$ cat src/rtl/pwm_breath_bank_if.sv
// pwm_breath_bank_if: control/status bundle between board control logic and the
// PWM LED bank. The master drives per-channel mode/duty; the slave (the bank)
// returns LED drive, breathing peak pulses and the period-boundary pulse.
interface pwm_breath_bank_if #(
    parameter int unsigned N_CH  = 2,
    parameter int unsigned PWM_W = 8
);
    logic [2*N_CH-1:0]     mode;
    logic [PWM_W*N_CH-1:0] duty;
    logic [N_CH-1:0]       led;
    logic [N_CH-1:0]       peak;
    logic                  period_start;

    modport master (output mode, duty, input led, peak, period_start);
    modport slave  (input mode, duty, output led, peak, period_start);
endinterface

$ cat src/rtl/pwm_breath_bank.sv
// pwm_breath_bank: N-channel PWM LED driver. A shared prescaler and PWM counter
// drive every channel; each channel is off, on, static duty or triangular
// breathing. Mode and duty are latched only at PWM period boundaries so the
// outputs never glitch mid-period.
// Optional feature macro: PWM_BREATH_GAMMA_EN -- when defined, breathing duty is
// squared ((bd*bd) >> PWM_W) for a perceptually linear fade; otherwise linear.
module pwm_breath_bank #(
    parameter int unsigned N_CH         = 2,
    parameter int unsigned PWM_W        = 8,
    parameter int unsigned PRESC        = 195,
    parameter int unsigned STEP_PERIODS = 4,
    parameter int unsigned STEP         = 8
) (
    input logic              clk,
    input logic              rst,
    pwm_breath_bank_if.slave bus
);
    typedef enum logic [1:0] {
        MODE_OFF     = 2'b00,
        MODE_ON      = 2'b01,
        MODE_STATIC  = 2'b10,
        MODE_BREATHE = 2'b11
    } mode_t;

    typedef enum logic {
        DIR_UP   = 1'b0,
        DIR_DOWN = 1'b1
    } dir_t;

    localparam int unsigned      PRE_W    = (PRESC > 1) ? $clog2(PRESC) : 1;
    localparam int unsigned      STP_W    = (STEP_PERIODS > 1) ? $clog2(STEP_PERIODS) : 1;
    localparam logic [PRE_W-1:0] PRE_LAST = PRE_W'(PRESC - 1);
    localparam logic [STP_W-1:0] STP_LAST = STP_W'(STEP_PERIODS - 1);
    localparam logic [PWM_W-1:0] MAX      = '1;
    localparam logic [PWM_W-1:0] STEP_N   = PWM_W'(STEP);
    localparam logic [PWM_W:0]   MAX_X    = {1'b0, MAX};
    localparam logic [PWM_W:0]   STEP_X   = (PWM_W + 1)'(STEP);
    localparam logic [PWM_W:0]   UP_LIM   = MAX_X - STEP_X;

    logic [PRE_W-1:0] pre_cnt;
    logic [PWM_W-1:0] pwm_cnt;
    logic [STP_W-1:0] step_cnt;
    logic             tick;
    logic             boundary;
    logic             step_ev;
    logic             period_start_q;

    mode_t            mode_in [N_CH];
    mode_t            mode_l  [N_CH];
    logic [PWM_W-1:0] duty_l  [N_CH];
    logic [PWM_W-1:0] bd      [N_CH];
    dir_t             dir     [N_CH];
    logic [PWM_W-1:0] ed      [N_CH];
`ifdef PWM_BREATH_GAMMA_EN
    logic [2*PWM_W-1:0] sq    [N_CH];
`endif
    logic [N_CH-1:0]  led_q;
    logic [N_CH-1:0]  peak_q;

    assign tick     = (pre_cnt == PRE_LAST);
    assign boundary = tick && (pwm_cnt == MAX);
    assign step_ev  = boundary && (step_cnt == STP_LAST);

    // Split the packed mode bus into per-channel enum values.
    always_comb begin
        for (int unsigned i = 0; i < N_CH; i++) begin
            mode_in[i] = mode_t'(bus.mode[2*i +: 2]);
        end
    end

    // Shared timebase: prescaler, PWM counter, step counter and boundary pulse.
    always_ff @(posedge clk or posedge rst) begin
        if (rst) begin
            pre_cnt        <= '0;
            pwm_cnt        <= '0;
            step_cnt       <= '0;
            period_start_q <= 1'b0;
        end else begin
            pre_cnt        <= tick ? '0 : pre_cnt + 1'b1;
            if (tick) begin
                pwm_cnt <= pwm_cnt + 1'b1;
            end
            if (boundary) begin
                step_cnt <= step_ev ? '0 : step_cnt + 1'b1;
            end
            period_start_q <= boundary;
        end
    end

    // Effective duty per channel from the latched mode.
    always_comb begin
        for (int unsigned i = 0; i < N_CH; i++) begin
            ed[i] = '0;
`ifdef PWM_BREATH_GAMMA_EN
            sq[i] = {{PWM_W{1'b0}}, bd[i]} * {{PWM_W{1'b0}}, bd[i]};
`endif
            case (mode_l[i])
                MODE_STATIC:  ed[i] = duty_l[i];
`ifdef PWM_BREATH_GAMMA_EN
                MODE_BREATHE: ed[i] = sq[i][2*PWM_W-1:PWM_W];
`else
                MODE_BREATHE: ed[i] = bd[i];
`endif
                default:      ed[i] = '0;
            endcase
        end
    end

    // Per-channel latching, breathing triangle and registered LED compare.
    // The breathing update tests the incoming mode, not mode_l, so a boundary
    // that latches breathe also applies that boundary's step.
    always_ff @(posedge clk or posedge rst) begin
        if (rst) begin
            for (int unsigned i = 0; i < N_CH; i++) begin
                mode_l[i] <= MODE_OFF;
                duty_l[i] <= '0;
                bd[i]     <= '0;
                dir[i]    <= DIR_UP;
            end
            led_q  <= '0;
            peak_q <= '0;
        end else begin
            for (int unsigned i = 0; i < N_CH; i++) begin
                led_q[i]  <= (mode_l[i] == MODE_ON) ||
                             (((mode_l[i] == MODE_STATIC) || (mode_l[i] == MODE_BREATHE)) &&
                              (pwm_cnt < ed[i]));
                peak_q[i] <= 1'b0;
                if (boundary) begin
                    mode_l[i] <= mode_in[i];
                    duty_l[i] <= bus.duty[PWM_W*i +: PWM_W];
                    if (mode_in[i] != MODE_BREATHE) begin
                        bd[i]  <= '0;
                        dir[i] <= DIR_UP;
                    end else if (step_ev) begin
                        if (dir[i] == DIR_UP) begin
                            if ({1'b0, bd[i]} >= UP_LIM) begin
                                bd[i]     <= MAX;
                                dir[i]    <= DIR_DOWN;
                                peak_q[i] <= 1'b1;
                            end else begin
                                bd[i] <= bd[i] + STEP_N;
                            end
                        end else begin
                            if ({1'b0, bd[i]} <= STEP_X) begin
                                bd[i]  <= '0;
                                dir[i] <= DIR_UP;
                            end else begin
                                bd[i] <= bd[i] - STEP_N;
                            end
                        end
                    end
                end
            end
        end
    end

    assign bus.led          = led_q;
    assign bus.peak         = peak_q;
    assign bus.period_start = period_start_q;
endmodule
$ cat src/flat_wrapper.sv
// flat-port wrapper written by rule: the top's interface ports become plain ports
module pwm_breath_bank_flat 
#(
    parameter int unsigned N_CH         = 2,
    parameter int unsigned PWM_W        = 8,
    parameter int unsigned PRESC        = 195,
    parameter int unsigned STEP_PERIODS = 4,
    parameter int unsigned STEP         = 8
)
  (clk, rst, bus_mode, bus_duty, bus_led, bus_peak, bus_period_start);
  pwm_breath_bank_if #(.N_CH(N_CH), .PWM_W(PWM_W)) bus_i ();
  input logic clk;
  input logic rst;
  input wire logic [$bits(bus_i.mode)-1:0] bus_mode;
  input wire logic [$bits(bus_i.duty)-1:0] bus_duty;
  output wire logic [$bits(bus_i.led)-1:0] bus_led;
  output wire logic [$bits(bus_i.peak)-1:0] bus_peak;
  output wire logic [$bits(bus_i.period_start)-1:0] bus_period_start;
  assign bus_i.mode = bus_mode;
  assign bus_i.duty = bus_duty;
  assign bus_led = bus_i.led;
  assign bus_peak = bus_i.peak;
  assign bus_period_start = bus_i.period_start;
  pwm_breath_bank #(.N_CH(N_CH), .PWM_W(PWM_W), .PRESC(PRESC), .STEP_PERIODS(STEP_PERIODS), .STEP(STEP)) u_core (.clk(clk), .rst(rst), .bus(bus_i));
endmodule
$ cat config.mk
export PLATFORM = sky130hd
export DESIGN_NAME = pwm_breath_bank_flat
export DESIGN_NICKNAME = d
export VERILOG_FILES = /design/src/rtl/pwm_breath_bank_if.sv /design/src/rtl/pwm_breath_bank.sv /design/src/flat_wrapper.sv
export SDC_FILE = /design/constraint.sdc
export NUM_CORES = 1
export LEC_CHECK = 0
export ABC_AREA = 1
export ABC_CLOCK_PERIOD_IN_PS = 6400
export CAP_MARGIN = 30
export CELL_PAD_IN_SITES_DETAIL_PLACEMENT = 0
export CELL_PAD_IN_SITES_GLOBAL_PLACEMENT = 2
export CORE_ASPECT_RATIO = 1.2
export CORE_MARGIN = 3
export CORE_UTILIZATION = 37
export CTS_BUF_LIST = sky130_fd_sc_hd__clkbuf_8 sky130_fd_sc_hd__clkbuf_16
export DETAILED_ROUTE_END_ITERATION = 10
export PLACE_DENSITY_LB_ADDON = 0.1
export SYNTH_ARGS = -nofsm -noshare
export SYNTH_HDL_FRONTEND = slang
export SYNTH_SLANG_ARGS = --single-unit
export TNS_END_PERCENT = 100
$ cat constraint.sdc
create_clock -name clk -period 6.4 [get_ports clk]
set_clock_uncertainty 0.05 [all_clocks]
set_input_delay 1.92 -clock clk [delete_from_list [all_inputs] [get_ports clk]]
set_output_delay 1.92 -clock clk [all_outputs]
set_load 0.02 [all_outputs]
==> results of run 1 <==
-- per-stage QoR --
stage,std cells,hold slack (ns),instance area [µm²]
6_report,616,0.432,4040
5_1_grt,616,0.465,4040
4_1_cts,616,0.435,4040
3_5_place_dp,601,0.416,3840
3_3_place_gp,601,0.417,3840
2_1_floorplan,462,0.399,3470
-- where the power goes --
group / total (W) / internal, W / switching, W
sequential: 0.000363 / 0.000362 / 0.00000119
combinational: 0.0000379 / 0.0000180 / 0.0000198
clock: 0.000343 / 0.000196 / 0.000147
total: 0.000744 / 0.000576 / 0.000168
-- metal layers --
layer | wire length [µm] | share of wire [%]
met4 | 129 | 1.6
met3 | 231 | 2.9
met1 | 3700 | 46
met5 | 0 | 0
met2 | 3980 | 49
-- cells in the mapped netlist, drive strengths merged, types with 2 or more instances --
cell type and instances:
nand2 150, inv 61, dfrtp 57, o21ai 41
nand3 39, nor2 38, ha 22, a21oi 13
xor2 9, buf 6, nand4 6, nor3 6
xnor2 6, clkbuf 2, nor3b 2
-- path summary, 6_finish.rpt --
path	end	slack, ns
max	bus_peak[1]	3.16
min	u_core.duty_l[0]	0.43
max reg2reg	u_core.bd[9]	4.52
min reg2reg	u_core.duty_l[0]	0.43
max in group asynchronous	u_core.bus.period_start	3.72
min in group asynchronous	u_core.duty_l[10]	2.07
-- cell families (layout without fill, tap and decap cells) --
kind of cell	after synthesis	in the layout	share of synthesized area, %
fa+ha+maj	22	22	7.94
simple gates	242	242	29.9
xor+xnor	15	15	3.79
flops	57	57	41.1
compound gates	56	56	9.16
buf+inv	70	104	8.08
-- worst register-to-register path, delay by kind of cell, from the launching register on --
kind / cells / cell delay (ns)
simple gates: 6 / 0.73
fa+ha+maj: 1 / 0.23
flops: 1 / 0.44
compound gates: 1 / 0.31
-- layout make-up --
class                           instances  area [µm²]
Timing Repair Buffer                   27         268
Sequential cell                        57        1430
Clock inverter                          4        43.8
Multi-Input combinational cell        335        1760
Clock buffer                           11         151
Fill cell                             987        5040
Tap cell                              120         150
Inverter                               62         238
-- sequential cells by signal (all words and copies together) (netlist names) --
register / cells
u_core.dir: 2
u_core.bus.period_start: 1
u_core.duty_l: 16
u_core.step_cnt: 2
u_core.pwm_cnt: 8
u_core.bus.led: 2
u_core.bus.peak: 2
u_core.mode_l: 4
u_core.bd: 12
u_core.pre_cnt: 8
==> results.md, run 1 <==
* Startpoint types: flop
* Hold wc startpoint: u_core.duty_l[0]
* Placeable core area at 9080 µm²
* Die height at 112 µm
* Final Hold Viols at 0
* Slowest stage delay, CP at 0.60 ns
* Sequential fraction of the synthesis area at 41.1%
* Crit path from: u_core.bus.peak[1]
* Syn avg cell area at 7.51 µm²
* Sink Count at 57
* Worst setup path class: flop to output port
* Hold depth at 2
* CP Depth at 1
* Main synth FF type: dfrtp_1
* Critical-path maximum fanout at 1
* Via count at 2,924
* Diodes inserted at 0
* Rows at 38
* Pwr per Cell Area at 184 nW/µm²
* Gr busiest metal: met2
* Final Util at 44.5%
* CP max-delay cell: clkdlybuf4s50_1
* CTS tree: built
* Worst slew margin at 49.4%
* Max cap viols at 0
* Max Root-Sink Buffers at 2
* Critical path cell sequence: clkdlybuf4s50_1
* DR vias/cell at 4.75
* P_leak at 1.99 nW
* Cts hold-fix bufs at 0
* Worst VDD drop at 0.0848 mV
* Gate count after technology mapping at 462
* Critical path's top delay family: buffers and inverters
* Root buf cell: clkbuf_8
* HPWL after DPL at 5.90 mm
* Most common cell after layout, fill and taps aside: nand2_1
* Syn_nets at 506
* Post-CTS Setup Bufs at 0
* Buffers & Inverters on Critical Path at 1
* Final setup vio count at 0
* Ports at 27
* Initial DRC Count at 134
* Post-CTS Resized at 0
* DRT Pass-1 Iters at 4
* Die area at 10,600 µm²
* Area share of the largest cell type after synthesis at 41.1%
* WL per Instance at 13.1 µm
* Clk_lat worst skew at 0.34 ns
* CTS H-Tree Depth at 3
* Total grt overflow at 0
* Area delta synth->final at 16.5%
* Total power at 0.000744 W
* Largest net degree at the start of global routing at 58
* Critical R2R Launch: u_core.pwm_cnt[1]
* Most frequent cells in the layout: nand2_1 (147), dfrtp_1 (57), inv_1 (55)
* Met2 usage in global routing at 29.3%
* Setup ws final at 3.16 ns
* Slew Limit Fails at 0
* FF-to-FF path depth at 8
* Dpl ws at 2.99 ns
* Routing usage on met1 at 20.5%
* Routed Antenna Nets at 0
* Initial antenna violation count at 0
* First-pass GRT wire length at 14.0 mm
* Clock transition at the registers of the reported paths at 0.06 ns
* Tot GR Track Use at 16.8%
* Crit path DAT at 1.27 ns
* Synth cell types at 31
* Initial Util at 38.2%
* Synth area leaders: dfrtp_1 (41%), nand2_1 (16%), ha_1 (7.9%), inv_1 (6.0%), nand3_1 (5.6%)
* Post-synth EDFFs at 0
* Share of cells above drive strength 1 at 6.85%
* TritonCTS Buffers at 9
* Yosys top cell by area: dfrtp_1
* Die span in x at 94.4 µm
* # port buffers at 26
* Final period util at 50.6%
* GP Congestion at 0.788
* Syn Std Cell Area at 3470 µm²
* Synthesis-stage register bit count at 57
* Post-synth ARST share at 100%
* Hold WC Path Type: flop to flop
* Peak Freq at 0.309 GHz
* Vias in the first global route at 2,979
* DRC Markers at 0
* Status: complete, no violations
* Worst EP required at 4.43 ns
* Worst Setup End Kind: output port
* Routed WL at 8.04 mm
* Met3 usage at 2.82%
* Post-layout nets at 536
* Tmin final at 3.24 ns
* RSZ-0062 raised after global routing: no
* Ys Warns at 0
* Worst Tran Pin Value at 0.759 ns
* TNS Setup at 0 ns
Power figures use the tool's default switching activity.
==> inputs of run 2 (changes only) <==
Settings changed: ABC_CLOCK_PERIOD_IN_PS 6400 to 2950, CORE_UTILIZATION 37 to 31.
Clock period 6.4 ns to 2.95 ns, I/O delays scaled along.
==> run 2 against run 1 <==
  * Worst hold slack worse by 0.0040 ns
  * Critical path type unchanged
  * Critical endpoint is now bus_led[0]
  * Count of clock-buffer cells in the layout is 1 lower
  * Combinational power is 130% higher
  * Via count is 0.68% higher
  * Highest routed layer unchanged
  * Final area is 2.2% higher
  * Flip-flop and latch count stayed put
  * Largest power group is now clock
  * Clock power grew to 2.7 times the previous value
  * Wire length is 6.2% higher
==> results.md, run 2 (synthesis gave the netlist of run 1 again) <==
* Status: complete, no violations
* P_leak at 2.02 nW (+1.8%)
* Routed WL at 8.54 mm (+6.2%)
* Max cap viols at 0 (unchanged)
* Die height at 122 µm (+8.8%)
* Critical path's top delay family: buffers and inverters
* Hold WC Path Type: flop to flop
* Sw frac at 21.8% (-0.76 points)
* Initial DRC Count at 129 (-3.7%)
* Crit path from: u_core.bus.led[0]
* Tot GR Track Use at 15.1% (-1.7 points)
* Post-CTS Resized at 0 (unchanged)
* Routed Antenna Nets at 0 (unchanged)
* Die area at 12,500 µm² (+18%)
* Setup ws final at 0.774 ns (-2.38 ns)
* Final setup vio count at 0 (unchanged)
* Critical R2R Launch: u_core.pre_cnt[0]
* Critical path cell sequence: clkdlybuf4s50_1
* DR vias/cell at 4.72 (-0.61%)
* Top Registers: u_core.duty_l (16), u_core.bd (12)
* Crit path DAT at 1.24 ns (-0.03 ns)
* Clock Power Share at 51.0% (+4.9 points)
* Worst slew margin at 68.8% (+19 points)
* Die span in x at 103 µm (+8.7%)
* Worst VDD drop at 0.226 mV (+170%)
* Initial Util at 32.3% (-5.8 points)
* Worst Hold Slack at 0.428 ns (-0.00397 ns)
* Fill cell count at 1,116 (+13%)
* Largest register FFs at 16 (unchanged)
* Share of cells above drive strength 1 at 6.46% (-0.39 points)
* Layout Cells excl Fill at 624 (+1.3%)
* CP max-delay cell: clkdlybuf4s50_1
* Tmin final at 2.18 ns
* Final period util at 73.8%
* Sink Count at 57 (unchanged)
* First-pass GRT wire length at 14.5 mm (+3.1%)
* Final Util at 38.5% (-6.0 points)
* Slowest stage delay, CP at 0.59 ns (about the same)
* Largest net degree at the start of global routing at 29 (-50%)
* Buffers & Inverters on Critical Path at 1 (unchanged)
* Clk_lat worst skew at 0.32 ns (-0.02 ns)
* Cts hold-fix bufs at 0 (unchanged)
* CTS tree: built
* Worst Tran Pin Value at 0.467 ns (-0.292 ns)
* GP Congestion at 0.773 (-2.0%)
* Placeable core area at 10,700 µm² (+18%)
* WL per Instance at 13.7 µm (+4.9%)
* Largest Register: u_core.duty_l
* RSZ-0062 raised after global routing: no
* Area delta synth->final at 19.0%
* Post-layout nets at 537 (+0.19%)
* Worst Setup End Kind: output port
* Most common cell after layout, fill and taps aside: nand2_1
* Internal at 0.00140 W (+140%)
* Diodes inserted at 0 (unchanged)
* CTS H-Tree Depth at 3 (unchanged)
* Worst EP required at 2.02 ns (-2.41 ns)
* Ports at 27 (unchanged)
* Pwr per Cell Area at 433 nW/µm² (+130%)
* Initial antenna violation count at 0 (unchanged)
* Hold wc startpoint: u_core.duty_l[4]
* Final Hold Viols at 0 (unchanged)
* Cells after DPL at 611 (+1.7%)
* Max Root-Sink Buffers at 2 (unchanged)
* DRC Markers at 0 (unchanged)
* Flop pwr share at 44.2% (-4.6 points)
* # port buffers at 26 (unchanged)
* Critical-path maximum fanout at 1 (unchanged)
* Startpoint types: flop
* Combinational power share at 4.8% (-0.3 points)
* Slew Limit Fails at 0 (unchanged)
* Dpl ws at 0.593 ns (-2.40 ns)
* Clock transition at the registers of the reported paths at 0.05 ns (about the same)
* Most frequent cells in the layout: nand2_1 (147), dfrtp_1 (57), inv_1 (56)
* Post-CTS Setup Bufs at 0 (unchanged)
* TritonCTS Buffers at 9 (unchanged)
* Peak Freq at 0.460 GHz
* Worst setup path class: flop to output port
* Root buf cell: clkbuf_16
* TNS Setup at 0 ns (unchanged)
* Via count at 2,944 (+0.68%)
* Vias in the first global route at 2,967 (-0.40%)
* P_sw at 0.000390 W (+130%)
* HPWL after DPL at 6.35 mm (+7.7%)
* Total grt overflow at 0 (unchanged)
* Rows at 41 (+7.9%)
* DRT Pass-1 Iters at 4 (unchanged)
[run 2: cell count changes in the layout (fill, tap and decap cells not counted), sizes merged]
cell,before,now
clkinv,3,2
buf,1,2
inv,62,63
clkbuf,11,10
bufinv,1,0
[run 2: cell type report]
type	count	area, µm²	area share (%)
clock buffer	10	239	5.79
clock inverter	3	12.5	0.303
inverter	62	238	5.76
multi-input combinational	335	1760	42.7
sequential	57	1430	34.6
tap	129	161	3.91
timing repair buffer	28	288	6.97
[run 2: path summary, 6_finish.rpt]
kind	cells after the start	slack (ns)	endpoint
worst max-delay path	1	0.77	bus_led[0]
worst min-delay path	2	0.43	u_core.duty_l[4]
worst max register to register	8	1.07	u_core.bus.peak[1]
worst min register to register	2	0.43	u_core.duty_l[4]
max in group asynchronous	3	1.45	u_core.pwm_cnt[3]
min in group asynchronous	2	0.83	u_core.bus.led[0]
[run 2: metal layers]
metal | global-route usage (%) | up-vias | wire length [µm]
met5 | 0 | - | 0
met4 | 5.91 | 0 | 183
met3 | 3.04 | 15 | 251
met2 | 25.7 | 53 | 4200
met1 | 18.4 | 1340 | 3900
li1 | - | 1536 | -
[run 2: power groups by stage]
stage                     Clock [W]  Sequential [W]  Combinational (W)
final                      0.000910        0.000790          0.0000864
after global routing       0.000978        0.000790          0.0000986
after CTS                  0.000943        0.000790          0.0000899
after detailed placement          0        0.000803          0.0000892
after global placement            0        0.000803          0.0000890
after floorplan                   0        0.000806          0.0000341
[run 2: metrics by stage]
stage | power, W | area, µm²
floorplan | 0.000840 | 3470
CTS | 0.00182 | 4130
global route | 0.00187 | 4130
global placement | 0.000892 | 3870
detailed placement | 0.000892 | 3870
finish | 0.00179 | 4130
==> inputs of run 3 (changes only) <==
Settings changed: ABC_CLOCK_PERIOD_IN_PS 2950 to 2040, CORE_UTILIZATION 31 to 34.
Clock period 2.95 ns to 2.04 ns, I/O delays scaled along.
==> run 3 against run 2 <==
  * Non-clock buffer count increased by 9
  * Sequential power increased by 44%
  * Sequential share of layout area decreased by 0.87 points
  * Via count increased by 2.0%
  * Worst setup slack got worse by 0.65 ns
  * Flip-flop and latch count unchanged
  * Worst hold slack got worse by 0.00068 ns
  * Power increased by 55%
  * Critical path depth unchanged
  * Highest routed layer unchanged
  * Critical endpoint is now bus_peak[1]
  * Clock power increased by 66%
  * Global-route usage increased by 0.74 points
  * Combinational power increased by 45%
==> results.md, run 3 (synthesis gave the netlist of run 1 again) <==
* Status: complete, no violations
* Crit path DAT at 1.26 ns (+0.02 ns)
* Die span in x at 98.2 µm (-4.3%)
* Initial Util at 35.7% (+3.4 points)
* Pwr per Cell Area at 656 nW/µm² (+51%)
* Final period util at 94.1%
* CTS H-Tree Depth at 3 (unchanged)
* Worst Tran Pin Value at 0.355 ns (-0.111 ns)
* Worst setup path class: flop to output port
* Sink Count at 57 (unchanged)
* Met2 usage in global routing at 26.6% (+0.88 points)
* Max cap viols at 0 (unchanged)
* Cts hold-fix bufs at 0 (unchanged)
* Clk_lat worst skew at 0.33 ns (about the same)
* Tmin final at 1.92 ns
* Largest Register: u_core.duty_l
* Area delta synth->final at 22.1%
* Slew Limit Fails at 0 (unchanged)
* Diodes inserted at 0 (unchanged)
* DRT Pass-1 Iters at 4 (unchanged)
* Max Root-Sink Buffers at 2 (unchanged)
* Worst slew margin at 76.1% (+7.3 points)
* Initial antenna violation count at 0 (unchanged)
* Routing usage on met1 at 19.3% (+0.88 points)
* Total grt overflow at 0 (unchanged)
* Rows at 39 (-4.9%)
* DRC Markers at 0 (unchanged)
* Post-CTS Setup Bufs at 0 (unchanged)
* Fill cell count at 1,006 (-9.9%)
* Via count at 3,003 (+2.0%)
* # port buffers at 26 (unchanged)
* Root buf cell: clkbuf_16
* Final setup vio count at 0 (unchanged)
* Slowest stage delay, CP at 0.60 ns (about the same)
* CTS tree: built
* Routed WL at 8.28 mm (-3.1%)
* Clock transition at the registers of the reported paths at 0.05 ns (about the same)
* Gr busiest metal: met2
* Post-layout nets at 546 (+1.7%)
* Worst VDD drop at 0.355 mV (+57%)
* Vias in the first global route at 2,908 (-2.0%)
* Met3 usage at 3.70% (+0.67 points)
* Peak Freq at 0.521 GHz
* Share of cells above drive strength 1 at 8.89% (+2.4 points)
* DR vias/cell at 4.77 (+1.2%)
* Seq. cell area at 1430 µm² (about the same)
* Critical path's top delay family: buffers and inverters
* Hold WC Path Type: flop to flop
* Reg2Reg Setup Slack at 0.20 ns (-0.87 ns)
* Tot GR Track Use at 15.8% (+0.74 points)
* Critical path cell sequence: clkdlybuf4s50_1
* First-pass GRT wire length at 14.1 mm (-2.3%)
* Largest net degree at the start of global routing at 58 (+100%)
* Most frequent cells in the layout: nand2_1 (147), dfrtp_1 (56), inv_1 (55)
* TritonCTS Buffers at 9 (unchanged)
* P_leak at 2.09 nW (+3.1%)
* Area of the multi-input gates at 1760 µm² (unchanged)
* Die area at 11,500 µm² (-8.4%)
* Die height at 117 µm (-4.3%)
* CP max-delay cell: clkdlybuf4s50_1
* Top Registers: u_core.duty_l (16), u_core.bd (12)
* GP Congestion at 0.770 (-0.32%)
* Initial DRC Count at 95 (-26%)
* Buffers & Inverters on Critical Path at 1 (unchanged)
* Worst Setup End Kind: output port
* Critical-path maximum fanout at 1 (unchanged)
* Total power at 0.00278 W (+55%)
* RSZ-0062 raised after global routing: no
* WL per Instance at 13.2 µm (-3.8%)
* Worst EP required at 1.38 ns (-0.64 ns)
* Most common cell after layout, fill and taps aside: nand2_1
* Largest register FFs at 16 (unchanged)
* Routed Antenna Nets at 0 (unchanged)
* Placeable core area at 9710 µm² (-9.4%)
* Final Hold Viols at 0 (unchanged)
* Ports at 27 (unchanged)
* HPWL after DPL at 6.10 mm (-4.0%)
* TNS Setup at 0 ns (unchanged)
* Startpoint types: flop
[run 3: final timing paths]
kind / startpoint / to / cells past startpoint
setup / recovery: u_core.bus.peak[1] / bus_peak[1] / 1
hold / removal: u_core.duty_l[1] / u_core.duty_l[1] / 2
setup reg to reg: u_core.pre_cnt[0] / u_core.bd[9] / 11
hold reg to reg: u_core.duty_l[1] / u_core.duty_l[1] / 2
max in group asynchronous: rst / u_core.mode_l[3] / 3
min in group asynchronous: rst / u_core.pre_cnt[4] / 3
[run 3: what timing repair did]
action | in CTS | in global routing
hold endpoints to repair | 0 | 0
endpoints found under the setup margin | 0 | 1
resized for setup | 0 | 1
[run 3: layout make-up]
type                    instances  share of cell area [%]
flip-flops and latches         57                    33.7
clock buffers                  11                    5.97
inverters                      62                    5.70
repair buffers                 37                    8.39
multi-input cells             335                    41.6
clock inverters                 4                    1.03
well taps                     123                    3.63
[run 3: stage by stage]
stage / util, % / worst slack, ns / hold slack, ns / instance area [µm²] / instances
after floorplan: - / 0.342 / 0.399 / 3470 / 462
after global placement: 40.6 / 0.120 / 0.415 / 3940 / 614
after detailed placement: 40.6 / 0.0868 / 0.418 / 3940 / 614
after CTS: 43.6 / 0.107 / 0.432 / 4240 / 629
after global routing: 43.6 / 0.0259 / 0.456 / 4240 / 629
final: 43.6 / 0.120 / 0.427 / 4240 / 629
[run 3: report_power, final]
part | switching (W) | internal, W | total [W] | leakage (nW)
clock network | 0.000517 | 0.000995 | 0.00151 | 0.153
logic | 0.0000626 | 0.0000620 | 0.000125 | 1.26
registers | 0.00000345 | 0.00114 | 0.00114 | 0.671
[run 3: routing by layer]
metal	vias to the layer above	wire [µm]
li1	1554	-
met4	0	233
met2	52	3980
met1	1381	3750
met5	-	0
met3	16	312
